[src/rtl/ysyx_22050612_lsu_pkg.sv]
// Shared LSU types: access size encodings, FSM states, byte-count helper.
// Purely declarative; no latency or backpressure of its own.
package ysyx_22050612_lsu_pkg;

    typedef enum logic [1:0] {
        SZ_B = 2'd0,
        SZ_H = 2'd1,
        SZ_W = 2'd2,
        SZ_D = 2'd3
    } lsu_size_e;

    typedef enum logic [1:0] {
        ST_IDLE = 2'd0,
        ST_REQ  = 2'd1,
        ST_RESP = 2'd2,
        ST_DONE = 2'd3
    } lsu_state_e;

    function automatic logic [3:0] size_bytes(input logic [1:0] size);
        return 4'd1 << size;
    endfunction

endpackage

[src/rtl/ysyx_22050612_lsu_align.sv]
// Lane alignment: store mask/data shift and load extract with sign/zero extension.
// Combinational, zero latency; no handshake, so no backpressure.
module ysyx_22050612_lsu_align
    import ysyx_22050612_lsu_pkg::*;
#(
    parameter int DW = 64
) (
    input  logic [1:0]    st_size,
    input  logic [2:0]    st_off,
    input  logic [DW-1:0] st_wdata,
    output logic [7:0]    st_wmask,
    output logic [DW-1:0] st_wdata_lane,
    input  logic [1:0]    ld_size,
    input  logic [2:0]    ld_off,
    input  logic          ld_unsigned,
    input  logic [DW-1:0] ld_rdata,
    output logic [DW-1:0] ld_result
);
    logic [7:0]    base_mask;
    logic [DW-1:0] ld_shifted;

    always_comb begin
        case (st_size)
            SZ_B:    base_mask = 8'h01;
            SZ_H:    base_mask = 8'h03;
            SZ_W:    base_mask = 8'h0F;
            default: base_mask = 8'hFF;
        endcase
        st_wmask      = base_mask << st_off;
        st_wdata_lane = st_wdata << {st_off, 3'b000};
    end

    // A doubleword load always returns the full lane, so in_unsigned has no effect on it.
    always_comb begin
        ld_shifted = ld_rdata >> {ld_off, 3'b000};
        case (ld_size)
            SZ_B: ld_result = ld_unsigned ? {{(DW-8){1'b0}}, ld_shifted[7:0]}
                                          : {{(DW-8){ld_shifted[7]}}, ld_shifted[7:0]};
            SZ_H: ld_result = ld_unsigned ? {{(DW-16){1'b0}}, ld_shifted[15:0]}
                                          : {{(DW-16){ld_shifted[15]}}, ld_shifted[15:0]};
            SZ_W: ld_result = ld_unsigned ? {{(DW-32){1'b0}}, ld_shifted[31:0]}
                                          : {{(DW-32){ld_shifted[31]}}, ld_shifted[31:0]};
            default: ld_result = ld_shifted;
        endcase
    end

endmodule

[src/rtl/ysyx_22050612_lsu.sv]
// Single-outstanding load/store unit; accept->out_valid is 3 cycles best case, 1 for misaligned.
// in_ready is low from accept until the result handshake; request and result are held until their readies.
module ysyx_22050612_lsu
    import ysyx_22050612_lsu_pkg::*;
#(
    parameter int AW = 64,
    parameter int DW = 64
) (
    input  logic          clk,
    input  logic          rst_n,
    input  logic          in_valid,
    output logic          in_ready,
    input  logic          in_wen,
    input  logic [1:0]    in_size,
    input  logic          in_unsigned,
    input  logic [AW-1:0] in_addr,
    input  logic [DW-1:0] in_wdata,
    input  logic [4:0]    in_rd,
    output logic          mem_req_valid,
    input  logic          mem_req_ready,
    output logic [AW-1:0] mem_req_addr,
    output logic          mem_req_wen,
    output logic [7:0]    mem_req_wmask,
    output logic [DW-1:0] mem_req_wdata,
    input  logic          mem_resp_valid,
    input  logic [DW-1:0] mem_resp_rdata,
    output logic          out_valid,
    input  logic          out_ready,
    output logic [DW-1:0] out_rdata,
    output logic [4:0]    out_rd,
    output logic          out_reg_wen,
    output logic          out_misalign
);
    lsu_state_e    state_q, state_d;
    logic          in_ready_q, in_ready_d;
    logic          req_valid_q, req_valid_d;
    logic [AW-1:0] req_addr_q, req_addr_d;
    logic          wen_q, wen_d;
    logic [7:0]    wmask_q, wmask_d;
    logic [DW-1:0] wdata_q, wdata_d;
    logic [1:0]    size_q, size_d;
    logic [2:0]    off_q, off_d;
    logic          unsigned_q, unsigned_d;
    logic          out_valid_q, out_valid_d;
    logic [DW-1:0] rdata_q, rdata_d;
    logic [4:0]    rd_q, rd_d;
    logic          reg_wen_q, reg_wen_d;
    logic          misalign_q, misalign_d;

    logic [7:0]    st_wmask;
    logic [DW-1:0] st_wdata_lane;
    logic [DW-1:0] ld_result;
    logic          in_misalign;

    ysyx_22050612_lsu_align #(.DW(DW)) u_align (
        .st_size       (in_size),
        .st_off        (in_addr[2:0]),
        .st_wdata      (in_wdata),
        .st_wmask      (st_wmask),
        .st_wdata_lane (st_wdata_lane),
        .ld_size       (size_q),
        .ld_off        (off_q),
        .ld_unsigned   (unsigned_q),
        .ld_rdata      (mem_resp_rdata),
        .ld_result     (ld_result)
    );

    assign in_misalign = ({1'b0, in_addr[2:0]} + size_bytes(in_size)) > 4'd8;

    always_comb begin
        state_d     = state_q;
        in_ready_d  = in_ready_q;
        req_valid_d = req_valid_q;
        req_addr_d  = req_addr_q;
        wen_d       = wen_q;
        wmask_d     = wmask_q;
        wdata_d     = wdata_q;
        size_d      = size_q;
        off_d       = off_q;
        unsigned_d  = unsigned_q;
        out_valid_d = out_valid_q;
        rdata_d     = rdata_q;
        rd_d        = rd_q;
        reg_wen_d   = reg_wen_q;
        misalign_d  = misalign_q;
        case (state_q)
            ST_IDLE: begin
                if (in_valid) begin
                    in_ready_d = 1'b0;
                    req_addr_d = {in_addr[AW-1:3], 3'b000};
                    wen_d      = in_wen;
                    wmask_d    = st_wmask;
                    wdata_d    = st_wdata_lane;
                    size_d     = in_size;
                    off_d      = in_addr[2:0];
                    unsigned_d = in_unsigned;
                    rd_d       = in_rd;
                    if (in_misalign) begin
                        state_d     = ST_DONE;
                        out_valid_d = 1'b1;
                        misalign_d  = 1'b1;
                        reg_wen_d   = 1'b0;
                        rdata_d     = '0;
                    end else begin
                        state_d     = ST_REQ;
                        req_valid_d = 1'b1;
                        misalign_d  = 1'b0;
                    end
                end
            end
            ST_REQ: begin
                if (mem_req_ready) begin
                    req_valid_d = 1'b0;
                    state_d     = ST_RESP;
                end
            end
            ST_RESP: begin
                // Stores also wait here: the response doubles as the write acknowledgement.
                if (mem_resp_valid) begin
                    state_d     = ST_DONE;
                    out_valid_d = 1'b1;
                    rdata_d     = wen_q ? '0 : ld_result;
                    reg_wen_d   = !wen_q && (rd_q != 5'd0);
                end
            end
            ST_DONE: begin
                if (out_ready) begin
                    state_d     = ST_IDLE;
                    out_valid_d = 1'b0;
                    in_ready_d  = 1'b1;
                end
            end
            default: state_d = ST_IDLE;
        endcase
    end

    always_ff @(posedge clk or negedge rst_n) begin
        if (!rst_n) begin
            state_q     <= ST_IDLE;
            in_ready_q  <= 1'b1;
            req_valid_q <= 1'b0;
            req_addr_q  <= '0;
            wen_q       <= 1'b0;
            wmask_q     <= '0;
            wdata_q     <= '0;
            size_q      <= '0;
            off_q       <= '0;
            unsigned_q  <= 1'b0;
            out_valid_q <= 1'b0;
            rdata_q     <= '0;
            rd_q        <= '0;
            reg_wen_q   <= 1'b0;
            misalign_q  <= 1'b0;
        end else begin
            state_q     <= state_d;
            in_ready_q  <= in_ready_d;
            req_valid_q <= req_valid_d;
            req_addr_q  <= req_addr_d;
            wen_q       <= wen_d;
            wmask_q     <= wmask_d;
            wdata_q     <= wdata_d;
            size_q      <= size_d;
            off_q       <= off_d;
            unsigned_q  <= unsigned_d;
            out_valid_q <= out_valid_d;
            rdata_q     <= rdata_d;
            rd_q        <= rd_d;
            reg_wen_q   <= reg_wen_d;
            misalign_q  <= misalign_d;
        end
    end

    assign in_ready      = in_ready_q;
    assign mem_req_valid = req_valid_q;
    assign mem_req_addr  = req_addr_q;
    assign mem_req_wen   = wen_q;
    assign mem_req_wmask = wmask_q;
    assign mem_req_wdata = wdata_q;
    assign out_valid     = out_valid_q;
    assign out_rdata     = rdata_q;
    assign out_rd        = rd_q;
    assign out_reg_wen   = reg_wen_q;
    assign out_misalign  = misalign_q;

endmodule

[config.mk]
export PLATFORM = sky130hd
export DESIGN_NAME = ysyx_22050612_lsu
export DESIGN_NICKNAME = d
export VERILOG_FILES = /design/src/rtl/ysyx_22050612_lsu_pkg.sv /design/src/rtl/ysyx_22050612_lsu_align.sv /design/src/rtl/ysyx_22050612_lsu.sv
export SDC_FILE = /design/constraint.sdc
export NUM_CORES = 1
export LEC_CHECK = 0
export ABC_AREA = 0
export BUFFER_PORTS_ARGS = -buffer_cell sky130_fd_sc_hd__buf_2
export CAP_MARGIN = 20
export CORE_MARGIN = 5
export CORE_UTILIZATION = 30
export CTS_BUF_LIST = sky130_fd_sc_hd__clkbuf_4 sky130_fd_sc_hd__clkbuf_8
export CTS_CLUSTER_DIAMETER = 100
export CTS_CLUSTER_SIZE = 28
export DETAILED_ROUTE_END_ITERATION = 6
export MAX_ROUTING_LAYER = met4
export PLACE_DENSITY = 0.61
export SETUP_SLACK_MARGIN = 0.4
export SYNTH_ARGS = -nofsm -noshare
export SYNTH_HDL_FRONTEND = slang
export SYNTH_SLANG_ARGS = --single-unit
[constraint.sdc]
create_clock -name clk -period 3.35 [get_ports clk]
set_clock_uncertainty 0.1 [all_clocks]
set_input_delay 0.67 -clock clk [delete_from_list [all_inputs] [get_ports clk]]
set_output_delay 0.67 -clock clk [all_outputs]
set_load 0.03 [all_outputs]
Word level (Yosys, flattened, before mapping):

Cells that the tools add are included.

* logic and storage cells: 83
* output and inout bits: 211
* bits in registers: 216
* input bits: 207

* $lt $le $gt $ge: 1
* eq/ne operators: 13
* shift-type cells: 4
* mux-type cells: 33
* reduce and logical (&&, ||, !) cells: 16
* $add $sub $neg: 1

Operators with widths (number)
* 64-bit two-way mux: 7
* 64-bit case mux with 3 select lines: 1
* 64-bit case mux with 2 select lines: 1
* 64-bit by 6-bit << shifter with 64-bit output: 1
* 64-bit by 6-bit >> shifter with 64-bit output: 1
* 8-bit case mux with 3 select lines: 1
* 1-bit two-way mux: 13
* 2-bit inequality test, second input constant: 6
* 4-bit AND reduction: 3
* 2-bit two-way mux: 5
* 2-bit == test, second input constant: 4
* 2-bit case mux with 4 select lines: 1
* 8-bit by 3-bit << shifter with 8-bit output: 1
* 2-bit by 1-bit == test with 1-bit output, second input constant: 3
* 2-bit zero test: 3
* 1-bit case mux with 2 select lines: 3
* 2-bit nonzero test: 3
* 5-bit AND reduction: 1
* 5-bit nonzero test: 1
* 3-bit by 4-bit adder with 4-bit output: 1
* 4-bit > comparator, second input constant: 1
* 1-bit by 2-bit << shifter with 4-bit output, first input constant: 1
* 1-bit case mux with 3 select lines: 1
* 3-bit AND reduction: 1
* 4 further kinds: 4

Logic depth before layout (Yosys ltp):

Gate-level depths: netlist of run 1.

* depth after elaboration: 6
* depth in mapped cells: 11
* gate-level depth less buffers: 8

By module:

Synthesis of run 1 repeated with hierarchy kept, for this count alone.

* cells, all modules: 1065
* area total of the unflattened synthesis: 12478.2 µm²

By module, submodules not included
* ysyx_22050612_lsu: cells an instance 521, seq. area each 5406.4 µm², times used 1, area each 8221.6 µm²
* ysyx_22050612_lsu_align: cells an instance 544, seq. area each 0.0 µm², times used 1, area each 4256.6 µm²

Worst setup path after synthesis of run 1:

Ideal clock, no wire load.

* kind: input to register
* start point: input in_size[1]
* end point: register rdata_q[10] (netlist: out_rdata[10])
* buffers on the path: 3
* required time: 3.184 ns
* arrival time: 3.143 ns
* setup time: 0.066 ns
* stages: 11
* slack: 0.041 ns
* cell sequence: clkbuf_1 > nor2_1 > ha_1 > fa_1 > xnor2_1 > xnor2_1 > o311ai_2 > a2bb2oi_1 > buf_2 > buf_1 > a22o_1

* word-level cells in the longest chain between the ends: 5

Ends and longest elaborated chain
* start: declaration: RTL line ysyx_22050612_lsu.sv:14 `input logic [1:0] in_size,`
* 1-bit by 2-bit << shifter with 4-bit output: RTL line ysyx_22050612_lsu_pkg.sv:20 `return 4'd1 << size;`
* 3-bit by 4-bit adder with 4-bit output: RTL line ysyx_22050612_lsu.sv:68 `assign in_misalign = ({1'b0, in_addr[2:0]} + size_bytes(in_size)) > 4'd8;`
* 4-bit > comparator: RTL line ysyx_22050612_lsu.sv:68
* 2-bit inequality test (no line)
* 4-bit AND reduction (no line)
* end signal: assignment: RTL line ysyx_22050612_lsu.sv:166 `rdata_q <= rdata_d;`
* end: declaration: RTL line ysyx_22050612_lsu.sv:45 `logic [DW-1:0] rdata_q, rdata_d;`

Every way passes these cells.
A chain may end at the register's enable or synchronous reset.

Worst setup path in the final report of run 1:

* start point: register off_q[1]
* end point: register rdata_q[15] (netlist: out_rdata[15])

* word-level cells in the longest chain between the ends: 6
* elaborated cells on any way between the ends: 8
* classes of those cells: shift (1); mux (7)

Ends and longest elaborated chain
* start: declaration: RTL line ysyx_22050612_lsu.sv:42 `logic [2:0] off_q, off_d;`
* start signal: assignment: RTL line ysyx_22050612_lsu.sv:147 `off_q <= '0;`
* start signal: assignment: RTL line ysyx_22050612_lsu.sv:163 `off_q <= off_d;`
* 64-bit by 6-bit >> shifter with 64-bit output (*): RTL line ysyx_22050612_lsu_align.sv:35 `ld_shifted = ld_rdata >> {ld_off, 3'b000};`
* 64-bit two-way mux, on equally long branches: RTL line ysyx_22050612_lsu_align.sv:41, ysyx_22050612_lsu_align.sv:37, ysyx_22050612_lsu_align.sv:39
* 64-bit case mux with 3 select lines (*): RTL line ysyx_22050612_lsu_align.sv:36 `case (ld_size)`
* 64-bit two-way mux (*): RTL line ysyx_22050612_lsu.sv:122 `rdata_d = wen_q ? '0 : ld_result;`
* 64-bit two-way mux (*): RTL line ysyx_22050612_lsu.sv:119 `if (mem_resp_valid) begin`
* 64-bit case mux with 2 select lines (*): RTL line ysyx_22050612_lsu.sv:86 `case (state_q)`

Every way passes the cells marked *; elsewhere a longest branch is shown, timed or not. The select of a mux whose other input is x is not followed.

==> results of run 1 <==
==> layout by cell type, fill, tap and decap left out, types with 21 or more instances in the layout <==
cell type,instances
sky130_fd_sc_hd__mux2_2,81
sky130_fd_sc_hd__mux4_2,38
sky130_fd_sc_hd__buf_4,25
sky130_fd_sc_hd__a211oi_1,26
sky130_fd_sc_hd__a21oi_1,41
sky130_fd_sc_hd__a22o_1,62
sky130_fd_sc_hd__a32o_1,32
sky130_fd_sc_hd__nand2_1,110
sky130_fd_sc_hd__o21ai_0,84
sky130_fd_sc_hd__nor2b_1,22
sky130_fd_sc_hd__dfrtp_1,213
sky130_fd_sc_hd__nand3_1,21
sky130_fd_sc_hd__mux2i_1,91
sky130_fd_sc_hd__buf_2,411
sky130_fd_sc_hd__nor2_1,26
==> repair_timing <==
action                                  4_1_cts  5_1_grt
endpoints found under the setup margin        0       32
gates resized for setup                       0        3
setup buffers                                 0        0
==> final cells by class <==
type,count,area share (%)
clock buffers,15,1.38
well taps,525,4.38
repair buffers,446,16.2
inverters,16,0.400
flip-flops and latches,216,36.1
multi-input cells,753,40.7
diodes,1,0.0167
clock inverters,8,0.892
==> power groups by stage <==
stage	registers (W)	clock network, W	logic (W)
after floorplan	0.00671	0	0.00389
after global placement	0.00462	0	0.00869
after detailed placement	0.00464	0	0.00879
after CTS	0.00460	0.00166	0.00879
after global routing	0.00476	0.00175	0.00933
final	0.00461	0.00158	0.00878
==> synth_stat cells, types with 3 or more instances <==
library cell,count
sky130_fd_sc_hd__dfrtp_1,215
sky130_fd_sc_hd__nand2_1,111
sky130_fd_sc_hd__mux2i_1,91
sky130_fd_sc_hd__o21ai_0,84
sky130_fd_sc_hd__mux2_2,81
sky130_fd_sc_hd__clkbuf_1,68
sky130_fd_sc_hd__a22o_1,62
sky130_fd_sc_hd__a21oi_1,41
sky130_fd_sc_hd__mux4_2,38
sky130_fd_sc_hd__a32o_1,32
sky130_fd_sc_hd__nor2_1,27
sky130_fd_sc_hd__a211oi_1,26
sky130_fd_sc_hd__nor2b_1,22
sky130_fd_sc_hd__nand3_1,21
sky130_fd_sc_hd__buf_1,15
sky130_fd_sc_hd__nor3_1,15
sky130_fd_sc_hd__inv_1,14
sky130_fd_sc_hd__buf_2,13
sky130_fd_sc_hd__nand2b_1,13
sky130_fd_sc_hd__a22oi_1,10
sky130_fd_sc_hd__and2_0,8
sky130_fd_sc_hd__o211ai_1,8
sky130_fd_sc_hd__o22a_1,8
sky130_fd_sc_hd__ha_1,7
sky130_fd_sc_hd__a31o_2,6
sky130_fd_sc_hd__buf_4,4
sky130_fd_sc_hd__a21o_1,3
sky130_fd_sc_hd__and3_1,3
sky130_fd_sc_hd__buf_6,3
sky130_fd_sc_hd__o31ai_1,3
==> cell families after synthesis <==
group	count (synthesis)	share of synthesized area [%]
AO/OA/AOI/OAI	297	17.8
AND/OR/NAND/NOR	230	8.85
flip-flops	216	45.4
multiplexers	212	22.7
buffers and inverters	119	4.20
adder cells (fa/ha/maj)	8	0.903
XOR/XNOR	2	0.147
other	1	0.0315
==> per-stage QoR <==
stage | hold slack [ns] | power (W) | setup WS [ns] | std cells | cell area (µm²)
after floorplan | 0.274 | 0.0106 | 0.396 | 1087 | 12000
after global placement | 0.356 | 0.0133 | 0.167 | 1955 | 14600
after detailed placement | 0.368 | 0.0134 | 0.165 | 1955 | 14600
after CTS | 0.0162 | 0.0150 | 0.404 | 1978 | 15000
after global routing | 0.0331 | 0.0158 | 0.486 | 1979 | 15000
final | 0.0195 | 0.0150 | 0.577 | 1980 | 15000
==> per-layer routing <==
layer	GRT usage (%)	wire length [µm]	vias to the layer above	share of wire, %
li1	-	-	4765	-
met1	24.8	18000	5226	41
met2	31.4	21200	483	48
met3	4.05	3390	63	7.8
met4	5.04	1140	0	2.6
met5	-	0	-	0
==> flip-flops by register name (all words and copies together) (netlist names) <==
signal / cells
mem_req_wmask: 8
size_q: 2
out_misalign: 1
out_valid: 1
off_q: 3
out_rdata: 64
mem_req_wdata: 64
state_q: 2
unsigned_q: 1
mem_req_wen: 1
in_ready: 1
mem_req_valid: 1
out_reg_wen: 1
out_rd: 5
mem_req_addr: 61
==> path summary, 6_finish.rpt <==
path / to / slack (ns) / depth (start not counted)
min in group clk: mem_req_addr[34] / 0.22 / 2
worst min-delay path: out_rdata[24] / 0.02 / 1
worst min register to register: mem_req_wdata[63] / 0.39 / 2
max in group asynchronous: mem_req_addr[21] / 2.31 / 2
worst max-delay path: out_rdata[15] / 0.58 / 7
worst max register to register: out_rdata[15] / 0.58 / 7
==> metrics, run 1 <==
outcome complete, no violations; launching instance or port of the critical path off_q[1]; cells after synthesis 1,085; footprint of the multi-input gates 0.00610 mm²; DRC violations left 0; std cell rows 73; initial core utilization 30.1%; count of unique library cells instantiated by Yosys 54; RSZ-0062 raised after global routing false; P_int 0.00744 W; Layout Utilization 37.9%; Clock transition at path regs 0.15 ns; sequential share of power 30.8%; IO Count 418; largest area contributor in the netlist sky130_fd_sc_hd__dfrtp_1; data arrival time of the critical path 3.14 ns; first-pass iteration count of the detailed router 5; library cell used as clock root buffer sky130_fd_sc_hd__clkbuf_8; clock share of power 10.6%; Post-Route Setup TNS 0 ns; Post-CTS Hold Buffers 0; Async SR Flop Fraction 100%; switching component of the power 0.00753 W; number of H-tree levels 1; HPWL Detailed 32.7 mm; share of post-route cells with drive strength above 1 42.0%; number of buffers created by CTS 14; Std-Cell Core Area 0.0395 mm²; share of Yosys cell area claimed by the top area cell type 45.1%; chip width 209 µm; cell family contributing the most delay on the critical path buffers and inverters; cell types occupying the most area after synthesis sky130_fd_sc_hd__dfrtp_1 (45%), sky130_fd_sc_hd__mux2_2 (7.7%), sky130_fd_sc_hd__mux2i_1 (7.6%); Power per Cell Area 998 mW/mm²; pin count of the biggest net entering global routing 99; final hold viol count 0; initial DRC count 790; aggregate routed wire length 43.7 mm; part of the total power dissipated in combinational logic 58.6%; Die Span Y 209 µm; endpoint required time on the critical path 3.71 ns; static power due to leakage 7.30 nW; crit-path max cell delay 0.56 ns; mean number of vias per cell 5.32; CTS tree built; Hold WC Path Type primary input to async pin; type of element launching the critical path register; most common flop cell mapped by yosys sky130_fd_sc_hd__dfrtp_1; critical path, cell by cell buf_6 > mux2i_1 > nand2_1 > nand4_1 > buf_4 > o21ai_0 > a22o_1; Filler cells 3,966; DR WL/cell 22.1 µm; maximum capacitance violations 0; Detail Route Antenna Nets 0; transition time at the pin with the least slew margin 1.08 ns; clock insertion delay at the later pin of the skew report 0.56 ns; Global Route Usage Sum 19.3%; worst vdd ir 0.000461 V; gr ovfl total 0; Tmin final 2.77 ns; Synth Register Bits 216; top achievable clock speed 0.361 GHz; register area 0.00541 mm²; via count of the first global-routing pass 10,600; part of the Yosys area used for sequential elements 45.4%; number of antenna violations at the first check in global routing 0; overall via count from detail_route 10,500; worst setup path category register to register; area of the mapped netlist 0.0119 mm²; final cycle utilization of the critical path 82.8%; Syn. warnings 0; Layout Area Growth over Synthesis 25.9%; worst slew margin relative to its limit 27.8%; library cell contributing the largest single delay on the critical path sky130_fd_sc_hd__dfrtp_2; reg2reg start off_q[1]; number of buffers on the longest clock path 3; fraction of power spent switching nets 50.3%; Port-buffer cells 414; die area 0.0438 mm²; kind of capture point of the worst setup path register; first-pass GRT wire length 65.4 mm; worst-path maximum fanout 59; Finish-stage setup viols 0; sinks on the clock net 216; number of synthesized flops with an enable pin 0; mean instance size in the synthesized netlist 11.0 µm²; final count of pins violating max slew 0; weighted congestion reported at the end of routability-driven placement 0.954; Buf+Inv Stages, Crit Path 2; final net count 1,662
No activity file was read; power rests on OpenSTA's default activity.
==> run 2, diff against run 1 <==
ABC_AREA = 1   (was 0)
clock period = 2.9 ns   (was 3.35 ns; I/O delays follow)
==> run 2 against run 1 <==
  * The flow now finishes with violations (design-rule violations)
  * Via count grew 20%
  * Sequential share of layout area is 0.34 points higher
  * Global-route usage rose by 1.9 points
  * Flip-flop and latch count stayed put
  * Synthesized area rose by 0.13%
  * Clock power is 3% higher
  * Critical path depth down 1
  * Die area rose by 0.12%
  * Non-clock buffer count is 6 higher
  * First-iteration DRC count increased by 40%
  * Setup slack improved by 0.010 ns
  * Combinational power increased by 14%
==> metrics, run 2 <==
outcome finished with violations; failing checks design-rule violations; transition time at the pin with the least slew margin 0.948 ns; maximum capacitance violations 0; largest area contributor in the netlist sky130_fd_sc_hd__dfrtp_1; share of Yosys cell area claimed by the top area cell type 45.1%; DR WL/cell 18.4 µm; post-synthesis mux area share 2.01%; overall via count from detail_route 12,600; weighted congestion reported at the end of routability-driven placement 0.993; mean number of vias per cell 4.91; via count of the first global-routing pass 12,300; static power due to leakage 8.46 nW; Synth top cells by count sky130_fd_sc_hd__nand2_1 (780), sky130_fd_sc_hd__dfrtp_1 (215), sky130_fd_sc_hd__o21ai_0 (153); worst slew margin relative to its limit 36.6%; DRC violations left 4; pin count of the biggest net entering global routing 75; finished layout cell area 0.0149 mm²; xor and xnor fraction of the mapped netlist area 0%; part of the Yosys area used for sequential elements 45.3%; RSZ-0062 raised after global routing true; worst setup path category register to register; Async SR Flop Fraction 100%; data arrival time of the critical path 2.69 ns; initial DRC count 1,109; type of element launching the critical path register; count of unique library cells instantiated by Yosys 35; basic-gate share of the synthesized area counting and, or, nand and nor cells 32.5%; CTS tree built; final count of pins violating max slew 0; Clock transition at path regs 0.16 ns; Port-buffer cells 414; sinks on the clock net 216; std cell rows 73; mean instance size in the synthesized netlist 7.10 µm²; Adder-Cell Fraction of Synth Area 0.902%; cells after synthesis 1,680; Filler cells 4,242; share of post-route cells with drive strength above 1 24.4%; endpoint required time on the critical path 3.28 ns; number of antenna violations at the first check in global routing 7; compound-cell area share of the yosys netlist 12.3%; worst vdd ir 0.000575 V; Post-Route Setup TNS 0 ns; number of synthesized flops with an enable pin 0; Hold WC Path Type primary input to register; die area 0.0439 mm²; final net count 2,250; Die Span Y 209 µm; aggregate routed wire length 47.4 mm; number of buffers on the longest clock path 3; commonest cells after routing, fill and taps aside sky130_fd_sc_hd__nand2_1 (779), sky130_fd_sc_hd__buf_2 (413), sky130_fd_sc_hd__dfrtp_1 (214); cell types occupying the most area after synthesis sky130_fd_sc_hd__dfrtp_1 (45%), sky130_fd_sc_hd__nand2_1 (25%), sky130_fd_sc_hd__o21ai_0 (6.4%); area of the mapped netlist 0.0119 mm²; IO Count 418; HPWL Detailed 36.2 mm; chip width 209 µm; gr ovfl total 0; most used standard cell by instance count after synthesis sky130_fd_sc_hd__nand2_1; most common flop cell mapped by yosys sky130_fd_sc_hd__dfrtp_1; worst-path maximum fanout 28; number of buffers created by CTS 13; first-pass iteration count of the detailed router 7; library cell used as clock root buffer sky130_fd_sc_hd__clkbuf_8; Power per Cell Area 1120 mW/mm²; Detail Route Antenna Nets 0; area after detailed placement 0.0145 mm²; kind of capture point of the worst setup path register; final hold viol count 0; main combinational cell family by area after synthesis simple AND/OR/NAND/NOR gates; Syn. warnings 0; first-pass GRT wire length 72.2 mm; top achievable clock speed 0.432 GHz; Finish-stage setup viols 0; Layout Area Growth over Synthesis 24.5%; Tmin final 2.31 ns; Global Route Usage Sum 21.2%; number of H-tree levels 1; leading cell type in the layout, fill and taps excluded sky130_fd_sc_hd__nand2_1; clock insertion delay at the later pin of the skew report 0.57 ns; final cycle utilization of the critical path 79.8%; initial core utilization 30.2%; Std-Cell Core Area 0.0395 mm²; Synth Register Bits 216
-- run 2: kinds of logic after synthesis --
family | Yosys count
flops | 216
other cells | 1
fa+ha+maj | 8
simple gates | 977
buf+inv | 191
compound gates | 263
mux | 24
-- run 2: worst paths after layout --
path	startpoint	to	slack (ns)	cells past startpoint
max in group asynchronous	rst_n	in_ready	1.53	3
worst min register to register	out_rdata[59]	out_rdata[59]	0.39	2
worst max register to register	state_q[1]	mem_req_wdata[19]	0.59	6
worst max-delay path	state_q[1]	mem_req_wdata[19]	0.59	6
worst min-delay path	in_addr[6]	mem_req_addr[6]	0.08	3
min in group asynchronous	rst_n	out_rdata[0]	0.41	2
-- run 2: per-stage QoR --
| stage | hold slack (ns) | util (%) | power, W | worst slack (ns) | cells |
|---|---|---|---|---|---|
| 2_1_floorplan | 0.184 | - | 0.0118 | 0.432 | 1682 |
| 3_3_place_gp | 0.357 | 36.8 | 0.0151 | 0.205 | 2544 |
| 3_5_place_dp | 0.359 | 36.8 | 0.0151 | 0.139 | 2544 |
| 4_1_cts | 0.0347 | 37.5 | 0.0168 | 0.439 | 2565 |
| 5_1_grt | 0.0398 | 37.6 | 0.0179 | 0.383 | 2571 |
| 6_report | 0.0813 | 37.6 | 0.0167 | 0.587 | 2571 |
-- run 2: repair_timing --
action / 4_1_cts / 5_1_grt
hold buffers: 1 / 0
endpoints found under the setup margin: 3 / 35
resized for setup: 1 / 7
gates cloned: 0 / 0
endpoints found under the hold margin: 49 / 0
setup buffers: 0 / 0
-- run 2: where the power goes --
| group | switching [W] | total, W | leakage, nW | internal (W) |
|---|---|---|---|---|
| registers | 0.000818 | 0.00512 | 2.81 | 0.00430 |
| clock network | 0.00114 | 0.00162 | 0.129 | 0.000480 |
| logic | 0.00719 | 0.00997 | 5.53 | 0.00278 |
| total | 0.00915 | 0.0167 | 8.46 | 0.00756 |
-- run 2: per-layer routing --
| layer | part of all wire [%] | track usage, % | wire (µm) | vias to the layer above |
|---|---|---|---|---|
| met5 | 0 | - | 0 | - |
| met4 | 2.1 | 4.61 | 997 | 0 |
| met3 | 9.1 | 4.63 | 4320 | 52 |
| met2 | 47 | 34.0 | 22400 | 572 |
| met1 | 42 | 27.8 | 19700 | 5919 |
| li1 | - | - | - | 6073 |
-- run 2: layout make-up --
class	instances	area, µm²	share of cell area (%)
multi-input combinational	1275	5720	38.5
timing repair buffer	452	2490	16.8
sequential	216	5410	36.4
clock inverter	7	85.1	0.573
inverter	77	297	2.00
antenna	6	15.0	0.101
clock buffer	13	179	1.20
tap	525	657	4.42
-- run 2: critical path, stage by stage (launching register included) --
cell and delay [ns]:
sky130_fd_sc_hd__dfrtp_1 0.45, sky130_fd_sc_hd__inv_1 0.13, sky130_fd_sc_hd__ha_1 0.31, sky130_fd_sc_hd__nand2_4 0.18, sky130_fd_sc_hd__nor2_4 0.27, sky130_fd_sc_hd__inv_1 0.45
sky130_fd_sc_hd__o21ai_0 0.32
==> run 3, diff against run 2 <==
ABC_AREA = 0   (was 1)
clock period = 2.3 ns   (was 2.9 ns; I/O delays follow)
==> run 3 against run 2 <==
  * The flow finishes with violations (negative setup slack)
  * Flip-flop and latch count unchanged
  * Clock power increased by 31%
  * Count of clock-buffer cells in the layout unchanged
  * Via count decreased by 12%
  * Final cell count decreased by 17%
  * Global-route usage increased by 0.11 points
  * Combinational power increased by 58%
  * Wire length decreased by 0.50%
  * Highest routed layer unchanged
==> metrics, run 3 (synthesized netlist as in run 1, its figures left out) <==
outcome finished with violations; failing checks negative setup slack; leading cell type in the layout, fill and taps excluded sky130_fd_sc_hd__buf_2; worst setup path category register to register; RSZ-0062 raised after global routing true; type of element launching the critical path register; IO Count 418; endpoint required time on the critical path 2.70 ns; initial DRC count 720; number of H-tree levels 1; transition time at the pin with the least slew margin 0.560 ns; commonest cells after routing, fill and taps aside sky130_fd_sc_hd__buf_2 (408), sky130_fd_sc_hd__dfrtp_1 (212), sky130_fd_sc_hd__nand2_1 (110); Filler cells 3,779; chip width 209 µm; final count of pins violating max slew 0; Tmin final 2.43 ns; die area 0.0438 mm²; aggregate routed wire length 47.2 mm; clock insertion delay at the later pin of the skew report 0.54 ns; number of buffers on the longest clock path 3; HPWL Detailed 35.1 mm; maximum capacitance violations 0; Std-Cell Core Area 0.0395 mm²; end of the worst register-to-register path out_rdata[31]; cells on worst reg2reg path 7; gr ovfl total 0; worst-path maximum fanout 16; sinks on the clock net 216; number of buffers created by CTS 13; Die Span Y 209 µm; Global Route Usage Sum 21.3%; final standard cell count with taps included and fillers excluded 2,133; initial core utilization 30.1%; Hold Path Sink mem_req_addr[56]; pin count of the biggest net entering global routing 81; Power per Cell Area 1440 mW/mm²; Detail Route Antenna Nets 0; number of antenna violations at the first check in global routing 4; final hold viol count 0; first-pass GRT wire length 71.8 mm; DRC violations left 0; overall via count from detail_route 11,200; mean number of vias per cell 5.23; CTS tree built; data arrival time of the critical path 2.83 ns; placed cell count 2,024; total power of the final layout 0.0246 W; top achievable clock speed 0.411 GHz; Post-Route Setup TNS -4.99 ns; share of post-route cells with drive strength above 1 47.0%; critical hold path startpoint in_addr[56]; static power due to leakage 8.28 nW; Clock transition at path regs 0.16 ns; count of cells along the worst hold path 2; library cell used as clock root buffer sky130_fd_sc_hd__clkbuf_8; std cell rows 73; kind of capture point of the worst setup path register; R2R setup slack -0.13 ns; Hold WC Path Type primary input to register; worst vdd ir 0.000777 V; final net count 1,814; Port-buffer cells 414; reg2reg start off_q[1]; worst slew margin relative to its limit 62.6%; weighted congestion reported at the end of routability-driven placement 0.966; first-pass iteration count of the detailed router 4; Layout Area Growth over Synthesis 43.0%; via count of the first global-routing pass 11,700; final critical-path setup slack -0.130 ns; DR WL/cell 22.1 µm; final cycle utilization of the critical path 106%; Finish-stage setup viols 48
## run 3: cell types whose count changed in the layout (fill, tap and decap cells not counted), sizes merged, moves of 60 or more
cell / before / now
nand2: 784 / 111
buf: 451 / 545
nand3: 108 / 21
mux2: 0 / 83
o21ai: 153 / 84
mux2i: 24 / 91
inv: 80 / 19
a22o: 2 / 62
## run 3: worst max-delay path by stage
stage               start            end  cells past startpoint
5_1_grt          off_q[1]  out_rdata[34]                      7
3_5_place_dp   in_size[1]   out_rdata[2]                     10
2_1_floorplan  in_size[0]   out_rdata[3]                      9
4_1_cts          off_q[1]  out_rdata[44]                      7
6_report         off_q[1]  out_rdata[31]                      7
3_3_place_gp   in_size[1]   out_rdata[1]                     10
## run 3: report_power, final
group | total [W] | internal, W | switching (W)
Combinational | 0.0158 | 0.00676 | 0.00906
Sequential | 0.00662 | 0.00552 | 0.00110
Clock | 0.00213 | 0.000717 | 0.00142
Total | 0.0246 | 0.0130 | 0.0116
## run 3: critical path: stages (launching register included)
cell and delay [ns]:
sky130_fd_sc_hd__dfrtp_4 0.55, sky130_fd_sc_hd__mux2i_1 0.17, sky130_fd_sc_hd__mux4_2 0.48, sky130_fd_sc_hd__or4b_4 0.52
sky130_fd_sc_hd__buf_4 0.16, sky130_fd_sc_hd__buf_8 0.14, sky130_fd_sc_hd__nand3_1 0.12, sky130_fd_sc_hd__a22o_1 0.14
## run 3: routing by layer
layer	global-route usage [%]	up-vias	wire length, µm
met5	-	-	0
met4	6.98	0	1630
met3	4.98	91	3620
met2	35.6	476	23500
met1	25.6	5516	18400
li1	-	5082	-
## run 3: through the flow
stage,utilization [%],hold slack (ns),worst slack (ns),instance area [µm²]
after floorplan,-,0.0644,-0.432,12100
after global placement,38.7,0.358,-0.436,15300
after detailed placement,38.7,0.360,-0.467,15300
after CTS,42.6,0.0000903,-0.109,16800
after global routing,43.1,0.00157,-0.187,17000
final,43.1,0.0416,-0.130,17000
## run 3: repair_timing
item / CTS / global route
cloned: 10 / 0
setup endpoints to repair: 135 / 122
endpoints found under the hold margin: 92 / 7
resized for setup: 73 / 15
hold buffers: 41 / 7
setup buffers: 22 / 5
pin swaps: 8 / 3
## run 3: layout make-up
class | count | area (µm²) | share of cell area, %
clock buffers | 13 | 179 | 1.05
multi-input cells | 752 | 6340 | 37.2
diodes | 5 | 12.5 | 0.0734
flip-flops and latches | 216 | 5410 | 31.8
repair buffers | 600 | 4270 | 25.0
clock inverters | 6 | 104 | 0.610
inverters | 16 | 62.6 | 0.367
well taps | 525 | 657 | 3.86
